### src/rtl/rob_pkg.sv
// Shared types and constants for the reorder-buffer retirement controller.
package rob_pkg;

  localparam int unsigned AREG_W = 5;
  localparam int unsigned DATA_W = 32;
  localparam int unsigned PC_W   = 32;

  localparam logic [PC_W-1:0] TRAP_VEC_DEFAULT = 32'h0000_0100;

  typedef enum logic [1:0] {
    RUN   = 2'd0,
    FLUSH = 2'd1,
    DRAIN = 2'd2
  } retire_state_e;

endpackage

### src/rtl/rob_retire_if.sv
// ROB head window and store-commit handshake between the ROB and the retire controller.
interface rob_retire_if #(
  parameter int unsigned RETIRE_WIDTH = 2
) ();
  import rob_pkg::*;

  localparam int unsigned CNT_W = $clog2(RETIRE_WIDTH + 1);

  logic [RETIRE_WIDTH-1:0]        head_valid;
  logic [RETIRE_WIDTH-1:0]        head_done;
  logic [RETIRE_WIDTH-1:0]        head_exc;
  logic [RETIRE_WIDTH-1:0]        head_store;
  logic [RETIRE_WIDTH-1:0]        head_rd_we;
  logic [RETIRE_WIDTH*AREG_W-1:0] head_rd;
  logic [RETIRE_WIDTH*DATA_W-1:0] head_data;
  logic [RETIRE_WIDTH*PC_W-1:0]   head_pc;
  logic                           store_commit_ready;
  logic [CNT_W-1:0]               retire_cnt;
  logic                           store_commit_valid;

  modport master (
    output head_valid, head_done, head_exc, head_store, head_rd_we,
           head_rd, head_data, head_pc, store_commit_ready,
    input  retire_cnt, store_commit_valid
  );

  modport slave (
    input  head_valid, head_done, head_exc, head_store, head_rd_we,
           head_rd, head_data, head_pc, store_commit_ready,
    output retire_cnt, store_commit_valid
  );

endinterface

### src/rtl/rob_retire_select.sv
// Combinational retire-prefix selection: retire mask/count, single store grant, exception slot.
module rob_retire_select #(
  parameter int unsigned RETIRE_WIDTH = 2,
  parameter int unsigned CNT_W        = $clog2(RETIRE_WIDTH + 1),
  parameter int unsigned IDX_W        = (RETIRE_WIDTH > 1) ? $clog2(RETIRE_WIDTH) : 1
) (
  input  logic [RETIRE_WIDTH-1:0] i_valid,
  input  logic [RETIRE_WIDTH-1:0] i_done,
  input  logic [RETIRE_WIDTH-1:0] i_exc,
  input  logic [RETIRE_WIDTH-1:0] i_store,
  input  logic                    i_store_ready,
  output logic [RETIRE_WIDTH-1:0] o_mask,
  output logic [CNT_W-1:0]        o_cnt,
  output logic                    o_store_grant,
  output logic                    o_exc_hit,
  output logic [IDX_W-1:0]        o_exc_idx
);

  logic w_stop;
  logic w_store_seen;

  // Walk oldest to youngest; the first slot that cannot retire ends the prefix.
  always_comb begin
    o_mask       = '0;
    o_cnt        = '0;
    o_exc_hit    = 1'b0;
    o_exc_idx    = '0;
    w_stop       = 1'b0;
    w_store_seen = 1'b0;
    for (int unsigned i = 0; i < RETIRE_WIDTH; i++) begin
      if (!w_stop) begin
        if (i_valid[i] && i_done[i] && !i_exc[i] &&
            (!i_store[i] || (i_store_ready && !w_store_seen))) begin
          o_mask[i]    = 1'b1;
          o_cnt        = o_cnt + CNT_W'(1);
          w_store_seen = w_store_seen | i_store[i];
        end else begin
          w_stop = 1'b1;
          if (i_valid[i] && i_done[i] && i_exc[i]) begin
            o_exc_hit = 1'b1;
            o_exc_idx = IDX_W'(i);
          end
        end
      end
    end
    o_store_grant = w_store_seen;
  end

endmodule

### src/rtl/rob_retire_ctrl.sv
// In-order retirement FSM (RUN/FLUSH/DRAIN), register-file write stage and exception redirect.
// Optional perf counters are built only when ROB_RETIRE_PERF_EN is defined.
module rob_retire_ctrl
  import rob_pkg::*;
#(
  parameter int unsigned      RETIRE_WIDTH = 2,
  parameter logic [PC_W-1:0]  TRAP_VEC     = TRAP_VEC_DEFAULT,
  parameter int unsigned      FLUSH_DRAIN  = 2
) (
  input  logic                           clk,
  input  logic                           rst,
  rob_retire_if.slave                    bus,
  output logic [RETIRE_WIDTH-1:0]        areg_we,
  output logic [RETIRE_WIDTH*AREG_W-1:0] areg_addr,
  output logic [RETIRE_WIDTH*DATA_W-1:0] areg_data,
  output logic                           flush,
  output logic                           redirect_valid,
  output logic [PC_W-1:0]                redirect_pc,
  output logic [PC_W-1:0]                epc,
  output logic [31:0]                    retired_total,
  output logic [31:0]                    stall_cycles
);

  localparam int unsigned CNT_W = $clog2(RETIRE_WIDTH + 1);
  localparam int unsigned IDX_W = (RETIRE_WIDTH > 1) ? $clog2(RETIRE_WIDTH) : 1;
  localparam int unsigned DRN_W = (FLUSH_DRAIN > 1) ? $clog2(FLUSH_DRAIN) : 1;

  retire_state_e             r_state;
  logic [DRN_W-1:0]          r_drain_cnt;
  logic [RETIRE_WIDTH-1:0]   r_areg_we;
  logic [RETIRE_WIDTH*AREG_W-1:0] r_areg_addr;
  logic [RETIRE_WIDTH*DATA_W-1:0] r_areg_data;
  logic                      r_flush;
  logic [PC_W-1:0]           r_redirect_pc;
  logic [PC_W-1:0]           r_epc;

  logic [RETIRE_WIDTH-1:0]   w_mask;
  logic [CNT_W-1:0]          w_cnt;
  logic                      w_store_grant;
  logic                      w_exc_hit;
  logic [IDX_W-1:0]          w_exc_idx;
  logic [PC_W-1:0]           w_exc_pc;
  logic                      w_run;

  rob_retire_select #(
    .RETIRE_WIDTH (RETIRE_WIDTH),
    .CNT_W        (CNT_W),
    .IDX_W        (IDX_W)
  ) u_select (
    .i_valid       (bus.head_valid),
    .i_done        (bus.head_done),
    .i_exc         (bus.head_exc),
    .i_store       (bus.head_store),
    .i_store_ready (bus.store_commit_ready),
    .o_mask        (w_mask),
    .o_cnt         (w_cnt),
    .o_store_grant (w_store_grant),
    .o_exc_hit     (w_exc_hit),
    .o_exc_idx     (w_exc_idx)
  );

  assign w_run                  = (r_state == RUN);
  assign bus.retire_cnt         = w_run ? w_cnt : '0;
  assign bus.store_commit_valid = w_run & w_store_grant;

  always_comb begin
    w_exc_pc = '0;
    for (int unsigned k = 0; k < RETIRE_WIDTH; k++) begin
      if (IDX_W'(k) == w_exc_idx) w_exc_pc = bus.head_pc[k*PC_W +: PC_W];
    end
  end

  always_ff @(posedge clk) begin
    if (rst) begin
      r_state       <= RUN;
      r_drain_cnt   <= '0;
      r_flush       <= 1'b0;
      r_redirect_pc <= '0;
      r_epc         <= '0;
    end else begin
      r_flush <= 1'b0;
      case (r_state)
        RUN: begin
          if (w_exc_hit) begin
            r_state       <= FLUSH;
            r_flush       <= 1'b1;
            r_redirect_pc <= TRAP_VEC;
            r_epc         <= w_exc_pc;
          end
        end
        FLUSH: begin
          r_state     <= DRAIN;
          r_drain_cnt <= '0;
        end
        DRAIN: begin
          if (r_drain_cnt == DRN_W'(FLUSH_DRAIN - 1)) begin
            r_state     <= RUN;
            r_drain_cnt <= '0;
          end else begin
            r_drain_cnt <= r_drain_cnt + DRN_W'(1);
          end
        end
        default: r_state <= RUN;
      endcase
    end
  end

  // Writes to x0 are dropped here so the register file never sees them.
  always_ff @(posedge clk) begin
    if (rst) begin
      r_areg_we   <= '0;
      r_areg_addr <= '0;
      r_areg_data <= '0;
    end else begin
      for (int unsigned k = 0; k < RETIRE_WIDTH; k++) begin
        r_areg_we[k] <= w_run && w_mask[k] && bus.head_rd_we[k] &&
                        (bus.head_rd[k*AREG_W +: AREG_W] != '0);
        if (w_run && w_mask[k]) begin
          r_areg_addr[k*AREG_W +: AREG_W] <= bus.head_rd[k*AREG_W +: AREG_W];
          r_areg_data[k*DATA_W +: DATA_W] <= bus.head_data[k*DATA_W +: DATA_W];
        end
      end
    end
  end

  assign areg_we        = r_areg_we;
  assign areg_addr      = r_areg_addr;
  assign areg_data      = r_areg_data;
  assign flush          = r_flush;
  assign redirect_valid = r_flush;
  assign redirect_pc    = r_redirect_pc;
  assign epc            = r_epc;

`ifdef ROB_RETIRE_PERF_EN
  logic [31:0] r_retired_total;
  logic [31:0] r_stall_cycles;

  always_ff @(posedge clk) begin
    if (rst) begin
      r_retired_total <= '0;
      r_stall_cycles  <= '0;
    end else begin
      r_retired_total <= r_retired_total + 32'(bus.retire_cnt);
      if (w_run && bus.head_valid[0] && (bus.retire_cnt == '0))
        r_stall_cycles <= r_stall_cycles + 32'd1;
    end
  end

  assign retired_total = r_retired_total;
  assign stall_cycles  = r_stall_cycles;
`else
  assign retired_total = '0;
  assign stall_cycles  = '0;
`endif

endmodule

### src/flat_wrapper.sv
// flat-port wrapper written by rule: the top's interface ports become plain ports
module rob_retire_ctrl_flat import rob_pkg::*;
#(
  parameter int unsigned      RETIRE_WIDTH = 2,
  parameter logic [PC_W-1:0]  TRAP_VEC     = TRAP_VEC_DEFAULT,
  parameter int unsigned      FLUSH_DRAIN  = 2
)
  (clk, rst, areg_we, areg_addr, areg_data, flush, redirect_valid, redirect_pc, epc, retired_total, stall_cycles, bus_head_valid, bus_head_done, bus_head_exc, bus_head_store, bus_head_rd_we, bus_head_rd, bus_head_data, bus_head_pc, bus_store_commit_ready, bus_retire_cnt, bus_store_commit_valid);
  rob_retire_if #(.RETIRE_WIDTH(RETIRE_WIDTH)) bus_i ();
  input  logic clk;
  input  logic rst;
  output logic [RETIRE_WIDTH-1:0] areg_we;
  output logic [RETIRE_WIDTH*AREG_W-1:0] areg_addr;
  output logic [RETIRE_WIDTH*DATA_W-1:0] areg_data;
  output logic flush;
  output logic redirect_valid;
  output logic [PC_W-1:0] redirect_pc;
  output logic [PC_W-1:0] epc;
  output logic [31:0] retired_total;
  output logic [31:0] stall_cycles;
  input wire logic [$bits(bus_i.head_valid)-1:0] bus_head_valid;
  input wire logic [$bits(bus_i.head_done)-1:0] bus_head_done;
  input wire logic [$bits(bus_i.head_exc)-1:0] bus_head_exc;
  input wire logic [$bits(bus_i.head_store)-1:0] bus_head_store;
  input wire logic [$bits(bus_i.head_rd_we)-1:0] bus_head_rd_we;
  input wire logic [$bits(bus_i.head_rd)-1:0] bus_head_rd;
  input wire logic [$bits(bus_i.head_data)-1:0] bus_head_data;
  input wire logic [$bits(bus_i.head_pc)-1:0] bus_head_pc;
  input wire logic [$bits(bus_i.store_commit_ready)-1:0] bus_store_commit_ready;
  output wire logic [$bits(bus_i.retire_cnt)-1:0] bus_retire_cnt;
  output wire logic [$bits(bus_i.store_commit_valid)-1:0] bus_store_commit_valid;
  assign bus_i.head_valid = bus_head_valid;
  assign bus_i.head_done = bus_head_done;
  assign bus_i.head_exc = bus_head_exc;
  assign bus_i.head_store = bus_head_store;
  assign bus_i.head_rd_we = bus_head_rd_we;
  assign bus_i.head_rd = bus_head_rd;
  assign bus_i.head_data = bus_head_data;
  assign bus_i.head_pc = bus_head_pc;
  assign bus_i.store_commit_ready = bus_store_commit_ready;
  assign bus_retire_cnt = bus_i.retire_cnt;
  assign bus_store_commit_valid = bus_i.store_commit_valid;
  rob_retire_ctrl #(.RETIRE_WIDTH(RETIRE_WIDTH), .TRAP_VEC(TRAP_VEC), .FLUSH_DRAIN(FLUSH_DRAIN)) u_core (.clk(clk), .rst(rst), .bus(bus_i), .areg_we(areg_we), .areg_addr(areg_addr), .areg_data(areg_data), .flush(flush), .redirect_valid(redirect_valid), .redirect_pc(redirect_pc), .epc(epc), .retired_total(retired_total), .stall_cycles(stall_cycles));
endmodule
### config.mk
export PLATFORM = sky130hd
export DESIGN_NAME = rob_retire_ctrl_flat
export DESIGN_NICKNAME = d
export VERILOG_FILES = /design/src/rtl/rob_pkg.sv /design/src/rtl/rob_retire_if.sv /design/src/rtl/rob_retire_select.sv /design/src/rtl/rob_retire_ctrl.sv /design/src/flat_wrapper.sv
export SDC_FILE = /design/constraint.sdc
export NUM_CORES = 1
export LEC_CHECK = 0
export ABC_AREA = 1
export BUFFER_PORTS_ARGS = -buffer_cell sky130_fd_sc_hd__buf_4
export CORE_AREA = 2 2 138 140
export CTS_CLUSTER_SIZE = 12
export DETAILED_ROUTE_END_ITERATION = 6
export DIE_AREA = 0 0 140 142
export GPL_TIMING_DRIVEN = 0
export PLACE_DENSITY = 0.61
export SETUP_SLACK_MARGIN = 0.3
export SYNTH_ARGS = -nofsm -noshare
export SYNTH_HDL_FRONTEND = slang
export SYNTH_SLANG_ARGS = --single-unit
### constraint.sdc
create_clock -name clk -period 1.7 [get_ports clk]
set_input_delay 0.17 -clock clk [delete_from_list [all_inputs] [get_ports clk]]
set_output_delay 0.17 -clock clk [all_outputs]
set_load 0.02 [all_outputs]
# == Word-level counts from Yosys, hierarchy flattened ==
# Index checks and enable logic that the tools add are counted.
# word_totals
register_bits,113
in_bits,151
# classes
bitwise,3
n_eq_ne,4
n_reduce_logical,29
muxes,25
n_addsub,2
# op_table
op,count
$mux W32,1
$mux W1,17
$logic_and A1 B1 Y1,15
$mux W2,5
$reduce_bool A5 Y1,2
$pmux W2 S3,1
$logic_not A1 Y1,5
$reduce_and A2 Y1,2
$add A1 B1 Y2 const B,1
$eq A2 B1 Y1 const B,1
$eq A2 B2 Y1 const B,1
$logic_not A2 Y1,1
$logic_or A1 B1 Y1,2
$ne A2 B1 Y1 const B,1
$ne A2 B2 Y1 const B,1
$pmux W1 S2,1
$reduce_bool A2 Y1,1
$reduce_or A2 Y1,1
$add A1 B1 Y1 const B,1
$and A1 B1 Y1,1
$not A1 Y1,1
$or A1 B1 Y1,1

# == Longest topological paths before layout ==
# Gate-level depths: netlist of run 1.
# depth
word_depth,13
mapped_depth,10
depth_no_buf,8

# == Cells and area by module ==
# Synthesis of run 1 repeated with hierarchy kept, for this count alone.
# hier_totals
hier_cells,773
hier_area_um2,5506.5
# by_module_without_submodules
module,seq_area_each_um2,cells_each,area_per_inst_um2,n_inst
rob_retire_ctrl,2262.2,749,5382.7,1
rob_retire_select,0.0,24,123.9,1

# == Worst setup path after synthesis of run 1 ==
# No wires, ideal clock.
# synth_path
path_type,flip-flop to output port
start,register u_core.r_state[0]
end,output port bus_store_commit_valid
arrival_time_ns,1.524
required_time_ns,1.530
path_stages_with_launch,10
slack_ns,0.006
path_cell_list,dfxtp_1 inv_1 ha_1 nand3_1 inv_2 nand3_2 clkbuf_1 inv_1 nand2_1 nand2_1
# synth_via
elab_chain_len,2
# synth_lines
item,line_no,source
start: declaration,rob_retire_ctrl.sv:28,retire_state_e r_state;
start signal: assignment,rob_retire_ctrl.sv:75,r_state <= RUN;
start signal: assignment,rob_retire_ctrl.sv:85,r_state <= FLUSH;
start signal: assignment,rob_retire_ctrl.sv:92,r_state <= DRAIN;
$logic_not A2 Y1,rob_retire_ctrl.sv:62,assign w_run = (r_state == RUN);
$and A1 B1 Y1,rob_retire_ctrl.sv:64,assign bus.store_commit_valid = w_run & w_store_grant;
end: declaration,flat_wrapper.sv:31,output wire logic [$bits(bus_i.store_commit_valid)-1:0] bus_store_commit_valid;
# No other way between the ends.

# == Worst setup path in the final report of run 1 ==
# Same ends and word-level chain as after synthesis.

==> summary.md, run 1 <==
| Metric | Value |
|---|---|
| Failing checks | design-rule violations, negative setup slack |
| # DRC | 22 |
| Critical Path End Type | primary output |
| WHS Endpoint | u_core.areg_data[25] |
| Final #Nets | 1507 |
| Die Span Y | 142 um |
| Area contributors post-synth | dfxtp_1 (38%), nand2_1 (16%), buf_4 (12%), inv_1 (12%), nor2_1 (6.7%) |
| Initial antenna violation count | 0 |
| Top routing layer used | met4 |
| Minimum clock period | 1.79 ns |
| Antenna viol nets, final | 0 |
| Syn Area/Cell | 6.39 um^2 |
| Clock slew at reported path FFs | ~0.06 ns |
| H-tree lvl count | 4 |
| Most frequent cell after synthesis | nand2_1 |
| Final Max Slew Viols | 0 |
| Post-Syn Area | about 6000 um^2 |
| Area Overhead vs Synth | 68.5% |
| Initial Util | 0.325 |
| Final period utilization | 1.05 |
| First DRT Iteration DRCs | approximately 280 |
| Critical path launch point type | register |
| Core Util, Final | 0.548 |
| Clk sinks | roughly 110 |
| Clk buf depth | 2 |
| FP Rows | 50 |
| Pwr Density | 854 nW/um^2 |
| R2r setup slk | 0.10 ns |
| Worst Reg-to-Reg Cells | 12 |
| TritonCTS clock tree | done |
| Crit path cell chain | inv_2 > ha_4 > nand3_4 > inv_4 > nand3_4 > buf_8 > inv_6 > nand2_2 > nand2_2 > buf_6 |
| Storage element area | roughly 2300 um^2 |
| CP required | 1.53 ns |
| Max-slew headroom | 0.548 |
| Hold depth | 3 |
| I/O Buffers | 264 |
| Die Width | about 140 um |
| Slack of the critical path | -0.0934 ns |
| F_max | 0.558 GHz |
| Placer Congestion | between 0.8 and 0.9 |
| Dpl ws | -0.267 ns |
| Drt pass-1 iters | 7 |
| CTS Root Cell | clkbuf_16 |
| Largest net degree at the start of global routing | 17 |
| Share of cells above drive strength 1 | 0.358 |
| DR WL/cell | 12.3 um |
| Yosys warns | 0 |
| Multi-input gate area | 2610 um^2 |
| R2R Path Start | u_core.r_state[0] |
| Worst-path fanout max | 3 |
| FF+latch count, synth | approximately 110 |
| # Max-Cap Violations | 0 |
| Synth area leader | dfxtp_1 |
| Main synth FF type | dfxtp_1 |
| Cell count after synthesis | 940 |
| Placed cell area | just under 9000 um^2 |
| Worst-Skew Late Latency | 0.41 ns |
| Clock Power Share | 0.449 |
| Outcome | finished, violations left |
| Leak Pwr | 5.64 nW |
| Number of synthesized flops with an enable pin | 0 |
| Unrepaired setup endpoints after global routing | yes |
| Remaining Overflow, GRT | 0 |
| Crit Path Class | register to primary output |
| Post-synth top area share | 0.377 |
| Detailed Place HPWL | 14.9 mm |
| Sequential fraction of the synthesis area | 0.377 |
| Avg Vias per Cell | 3.98 |
| Setup violation total in the final timing report | 2 |
| Internal power | 0.00631 W |
| Core area | between 15000 and 20000 um^2 |
| Hold Fails Final Rpt | 0 |
| Worst min path class | primary input to register |
| Routed WL | 19.7 mm |
| Fraction of registers with async set/reset | 0 |
| Crit path buf inv count | 5 |
| Worst setup startpoint | u_core.r_state[0] |
| Vias | ~6400 |
| Vias in the first global route | 5731 |
| Design area | between 10000 and 15000 um^2 |
| Cts bufs inserted | 17 |
| HP Start | bus_head_data[25] |
| Slew @ Worst Pin | ~0.68 ns |
| Global-route wire length before repair | 29.6 mm |
| CP Data Arrival Time | 1.62 ns |
| Netlist cell types | 22 |
| # fillers | roughly 1900 |
| Number of diodes | 0 |
| CP max-delay cell | dfxtp_2 |
| Reg power frac | 0.331 |
| Logic pwr share | 0.220 |
| Final Skew | about 0.0066 ns |
| Post-synth top cells | nand2_1 (261), inv_1 (184), dfxtp_1 (113), nor2_1 (107), buf_4 (96) |
| Top Family by Delay on Critical Path | buffers and inverters |
| GRT Total Usage | 0.189 |
| Met3 wire len | roughly 1.7 mm |
| Num ports | 360 |
| Net Sw Power | 0.00234 W |
| CP max stage delay | 0.32 ns |
| Maximum VDD drop | 670 uV |
| WL met1 | 8.32 mm |
| RR Endpoint | u_core.areg_data[55] |
| Sw Share | 0.270 |
| Met2 WL | 9.49 mm |
| Die area | 19900 um^2 |
==> routing by layer <==
metal,up-vias,GRT usage
li1,3413,-
met1,2711,0.229
met2,227,0.322
met3,16,0.0589
met4,0,0.0574
met5,-,0
==> worst register-to-register path: stages (launching register included) <==
cell and delay [ns]:
dfxtp_2 0.32, inv_2 0.08, ha_4 0.15, nand3_4 0.08, inv_4 0.09, nand3_4 0.09, buf_4 0.15, buf_6 0.12
buf_8 0.13, buf_8 0.14, nand2_1 0.06, inv_1 0.04, nor2_1 0.08
==> state kept, by name, summed over array words and instances (netlist names) <==
register and flops:
u_core.r_state 2, u_core.areg_data 64, u_core.redirect_pc 1, u_core.r_drain_cnt 1, u_core.flush 1, u_core.areg_we 2, u_core.areg_addr 10, u_core.epc 32
==> worst max-delay path by stage <==
stage,endpoint,slack (ns),depth (start not counted)
4_1_cts,bus_store_commit_valid,-0.11,9
6_report,bus_store_commit_valid,-0.09,10
2_1_floorplan,bus_store_commit_valid,0.25,9
3_5_place_dp,bus_store_commit_valid,-0.27,9
3_3_place_gp,bus_store_commit_valid,-0.23,9
5_1_grt,bus_store_commit_valid,-0.17,10
==> metrics by stage <==
step                power (W)  hold WS (ns)  TNS (ns)  std cells
floorplan             0.00391         0.305         0       1034
global placement      0.00454         0.423     -6.37       1532
detailed placement    0.00455         0.427     -8.17       1532
CTS                   0.00858      0.000812    -0.185       1584
global route          0.00905      0.000530    -0.356       1600
finish                0.00864        0.0133    -0.142       1600
==> cell families (layout without fill, tap and decap cells) <==
family | Yosys count | after routing | share of synthesized area
adder cells (fa/ha/maj) | 3 | 3 | 0.00625
AO/OA/AOI/OAI | 76 | 76 | 0.0642
buffers and inverters | 331 | 663 | 0.273
AND/OR/NAND/NOR | 416 | 416 | 0.279
flip-flops | 113 | 113 | 0.377
other | 1 | 95 | 0.000625
==> repair_timing <==
item	CTS	global route
setup buffers	11	9
cloned	0	7
pin swaps	1	28
endpoints found under the hold margin	9	0
resized for setup	52	80
hold buffers	9	0
setup endpoints to repair	112	108
==> layout by cell type, fill, tap and decap left out, types with 11 or more instances in the layout <==
cell type,netlist,routed
a21oi_1,40,28
a21oi_2,0,11
buf_4,96,370
buf_6,1,13
buf_8,0,13
clkbuf_1,21,12
clkbuf_16,0,25
conb_1,1,95
dfxtp_1,113,111
inv_1,184,181
nand2_1,261,246
nand4_1,39,39
nor2_1,107,106
o21ai_0,33,30
==> area by class of cell <==
class	count	share of cell area
Sequential cell	113	0.224
Inverter	185	0.0694
Multi-Input combinational cell	590	0.258
Clock buffer	23	0.0482
Timing Repair Buffer	300	0.242
Buffer	146	0.115
Tap cell	234	0.0289
Clock inverter	9	0.0151
==> power by group through the flow <==
stage               Clock, W  Combinational [W]  Sequential [W]
finish               0.00388            0.00190         0.00286
global route         0.00409            0.00208         0.00288
CTS                  0.00394            0.00178         0.00286
detailed placement         0            0.00163         0.00292
global placement           0            0.00163         0.00291
floorplan                  0           0.000863         0.00305
(Power assumes the default switching activity.)
==> run 2: changes to the inputs <==
--- a/config.mk
+++ b/config.mk
@@ -7,12 +7,14 @@
 export LEC_CHECK = 0
 export ABC_AREA = 1
 export BUFFER_PORTS_ARGS = -buffer_cell sky130_fd_sc_hd__buf_4
-export CORE_AREA = 2 2 138 140
+export CELL_PAD_IN_SITES_DETAIL_PLACEMENT = 0
+export CELL_PAD_IN_SITES_GLOBAL_PLACEMENT = 2
+export CORE_MARGIN = 1.5
+export CORE_UTILIZATION = 21
 export CTS_CLUSTER_SIZE = 12
 export DETAILED_ROUTE_END_ITERATION = 6
-export DIE_AREA = 0 0 140 142
 export GPL_TIMING_DRIVEN = 0
-export PLACE_DENSITY = 0.61
+export PLACE_DENSITY = 0.79
 export SETUP_SLACK_MARGIN = 0.3
 export SYNTH_ARGS = -nofsm -noshare
 export SYNTH_HDL_FRONTEND = slang
==> run 2 against run 1 <==
The run ends with negative setup slack left; global-route usage down 4.4 points; core utilization down 17 points; non-clock buffer count increased by 20; sequential share of layout area down 0.94 points; sequential power is essentially flat; power rose by 0.60%; critical endpoint unchanged; largest cell class unchanged.
==> summary.md, run 2 (synthesis gave the netlist of run 1 again) <==
| Metric | Value |
|---|---|
| Leak Pwr | a little under 6 nW |
| # DRC | 0 |
| CP required | about 1.5 ns |
| Largest register FFs | between 60 and 70 |
| Clk buf depth | 2 |
| CTS Root Cell | clkbuf_16 |
| Share of cells above drive strength 1 | 0.364 |
| Number of diodes | 0 |
| Failing checks | negative setup slack |
| Avg Vias per Cell | 3.63 |
| Final period utilization | 1.06 |
| Slack of the critical path | -0.105 ns |
| Unrepaired setup endpoints after global routing | yes |
| Placer Congestion | 0.751 |
| CP Data Arrival Time | around 1.6 ns |
| Crit path buf inv count | 5 |
| Hold Fails Final Rpt | 0 |
| Global-route wire length before repair | 32.3 mm |
| Worst min path class | primary input to register |
| Worst-Skew Late Latency | 0.41 ns |
| Worst-path fanout max | 3 |
| Outcome | finished, violations left |
| Design area | 10600 um^2 |
| Crit path cell chain | inv_2 > ha_4 > nand3_4 > inv_4 > nand3_4 > buf_8 > inv_4 > nand2_2 > nand2_2 > buf_6 |
| Top Family by Delay on Critical Path | buffers and inverters |
| Maximum VDD drop | 592 uV |
| Area Overhead vs Synth | 75.9% |
| Die Span Y | 172 um |
| Vias | 6406 |
| # fillers | 3092 |
| Commonest cells after routing, fill and taps aside | buf_4 (377), nand2_1 (243), inv_1 (181), dfxtp_1 (111), nor2_1 (106) |
| Pwr Density | around 820 nW/um^2 |
| Core area | 27900 um^2 |
| CP max stage delay | 0.32 ns |
| F_max | 0.554 GHz |
| H-tree lvl count | 4 |
| Setup violation total in the final timing report | 5 |
| Die Width | 172 um |
| Clk sinks | 113 |
| DR WL/cell | ~13 um |
| I/O Buffers | 264 |
| Crit Path Class | register to primary output |
| Post-Place Cells | 1676 |
| Max-slew headroom | 0.472 |
| Critical path launch point type | register |
| Detailed Place HPWL | 16.9 mm |
| Routed WL | 22.5 mm |
| Antenna viol nets, final | 0 |
| Vias in the first global route | just under 6000 |
| GRT Total Usage | 0.144 |
| Drt pass-1 iters | 5 |
| # Max-Cap Violations | 0 |
| CP max-delay cell | dfxtp_2 |
| Num ports | 360 |
| First DRT Iteration DRCs | 248 |
| FP Rows | between 60 and 70 |
| Largest net degree at the start of global routing | 17 |
| TritonCTS clock tree | done |
| Critical Path End Type | primary output |
| Finished Layout Cells | 1764 |
| Die area | 29600 um^2 |
| Remaining Overflow, GRT | 0 |
| Most common cell after layout, fill and taps aside | buf_4 |
| Cts bufs inserted | 17 |
| Final Max Slew Viols | 0 |
| Slew @ Worst Pin | 0.792 ns |
| Initial Util | 0.215 |
| Final #Nets | 1527 |
| Initial antenna violation count | 0 |
| Clock slew at reported path FFs | 0.06 ns |
| Final Skew | between 0.009 and 0.01 ns |
| Minimum clock period | 1.81 ns |
| Placed cell area | 8830 um^2 |
## run 2: changes by cell type in the layout (fill, tap and decap cells not counted), moves of 3 or more
cell | previous run | this run
buf_4 | 370 | 377
clkinv_4 | 0 | 3
nand2_1 | 246 | 243
nand2_2 | 9 | 5
a21oi_1 | 28 | 21
buf_8 | 13 | 8
dlygate4sd3_1 | 9 | 26
a21oi_2 | 11 | 18
nand2_4 | 6 | 13
## run 2: cell type report
cell class                      instances  area, um^2  share of cell area
Clock buffer                           19         443              0.0419
Tap cell                              378         473              0.0448
Multi-Input combinational cell        590        2690               0.254
Inverter                              185         699              0.0662
Clock inverter                         13         185              0.0175
Timing Repair Buffer                  320        2660               0.251
Buffer                                146        1150               0.109
Sequential cell                       113        2260               0.214
## run 2: metal layers
| metal | part of all wire | global-route usage |
|---|---|---|
| met1 | 0.42 | 0.168 |
| met2 | 0.49 | 0.252 |
| met3 | 0.079 | 0.0462 |
| met4 | 0.0083 | 0.0397 |
| met5 | 0 | 0 |
## run 2: what timing repair did
item,CTS,global route
endpoints found under the hold margin,22,4
hold buffers,22,4
setup buffers,14,9
resized for setup,57,77
cloned,2,5
pin swaps,3,22
endpoints found under the setup margin,112,109
## run 2: tightest hold or removal path, stage by stage
cell and delay [ns]:
buf_4 0.11, nand2_1 0.05, a21oi_1 0.05
## run 2: report_power, final
group | total, W | leakage, nW | internal (W) | switching [W]
Combinational | 0.00196 | 4.59 | 0.000934 | 0.00102
Clock | 0.00388 | 0.303 | 0.00250 | 0.00138
Sequential | 0.00286 | 0.917 | 0.00279 | 0.0000724
Total | 0.00869 | 5.81 | 0.00622 | 0.00248
## run 2: path summary, 6_finish.rpt
kind	start	endpoint	slack, ns	depth (start not counted)
worst min register to register	u_core.areg_data[13]	u_core.areg_data[13]	0.46	2
worst max register to register	u_core.r_state[0]	u_core.areg_data[37]	0	12
worst max-delay path	u_core.r_state[0]	bus_store_commit_valid	-0.11	10
worst min-delay path	bus_head_data[26]	u_core.areg_data[26]	0.02	3
## run 2: through the flow
step                      setup WS (ns)  setup TNS, ns  hold WS [ns]   util  power [W]
after floorplan                   0.247              0         0.305      -    0.00391
after global placement           -0.317         -14.64         0.424  0.316    0.00458
after detailed placement         -0.303         -14.36         0.433  0.316    0.00458
after CTS                        -0.137         -0.302      0.000481  0.360    0.00871
after global routing             -0.194          -1.21      0.000859  0.378    0.00915
final                            -0.105         -0.226        0.0223  0.378    0.00869
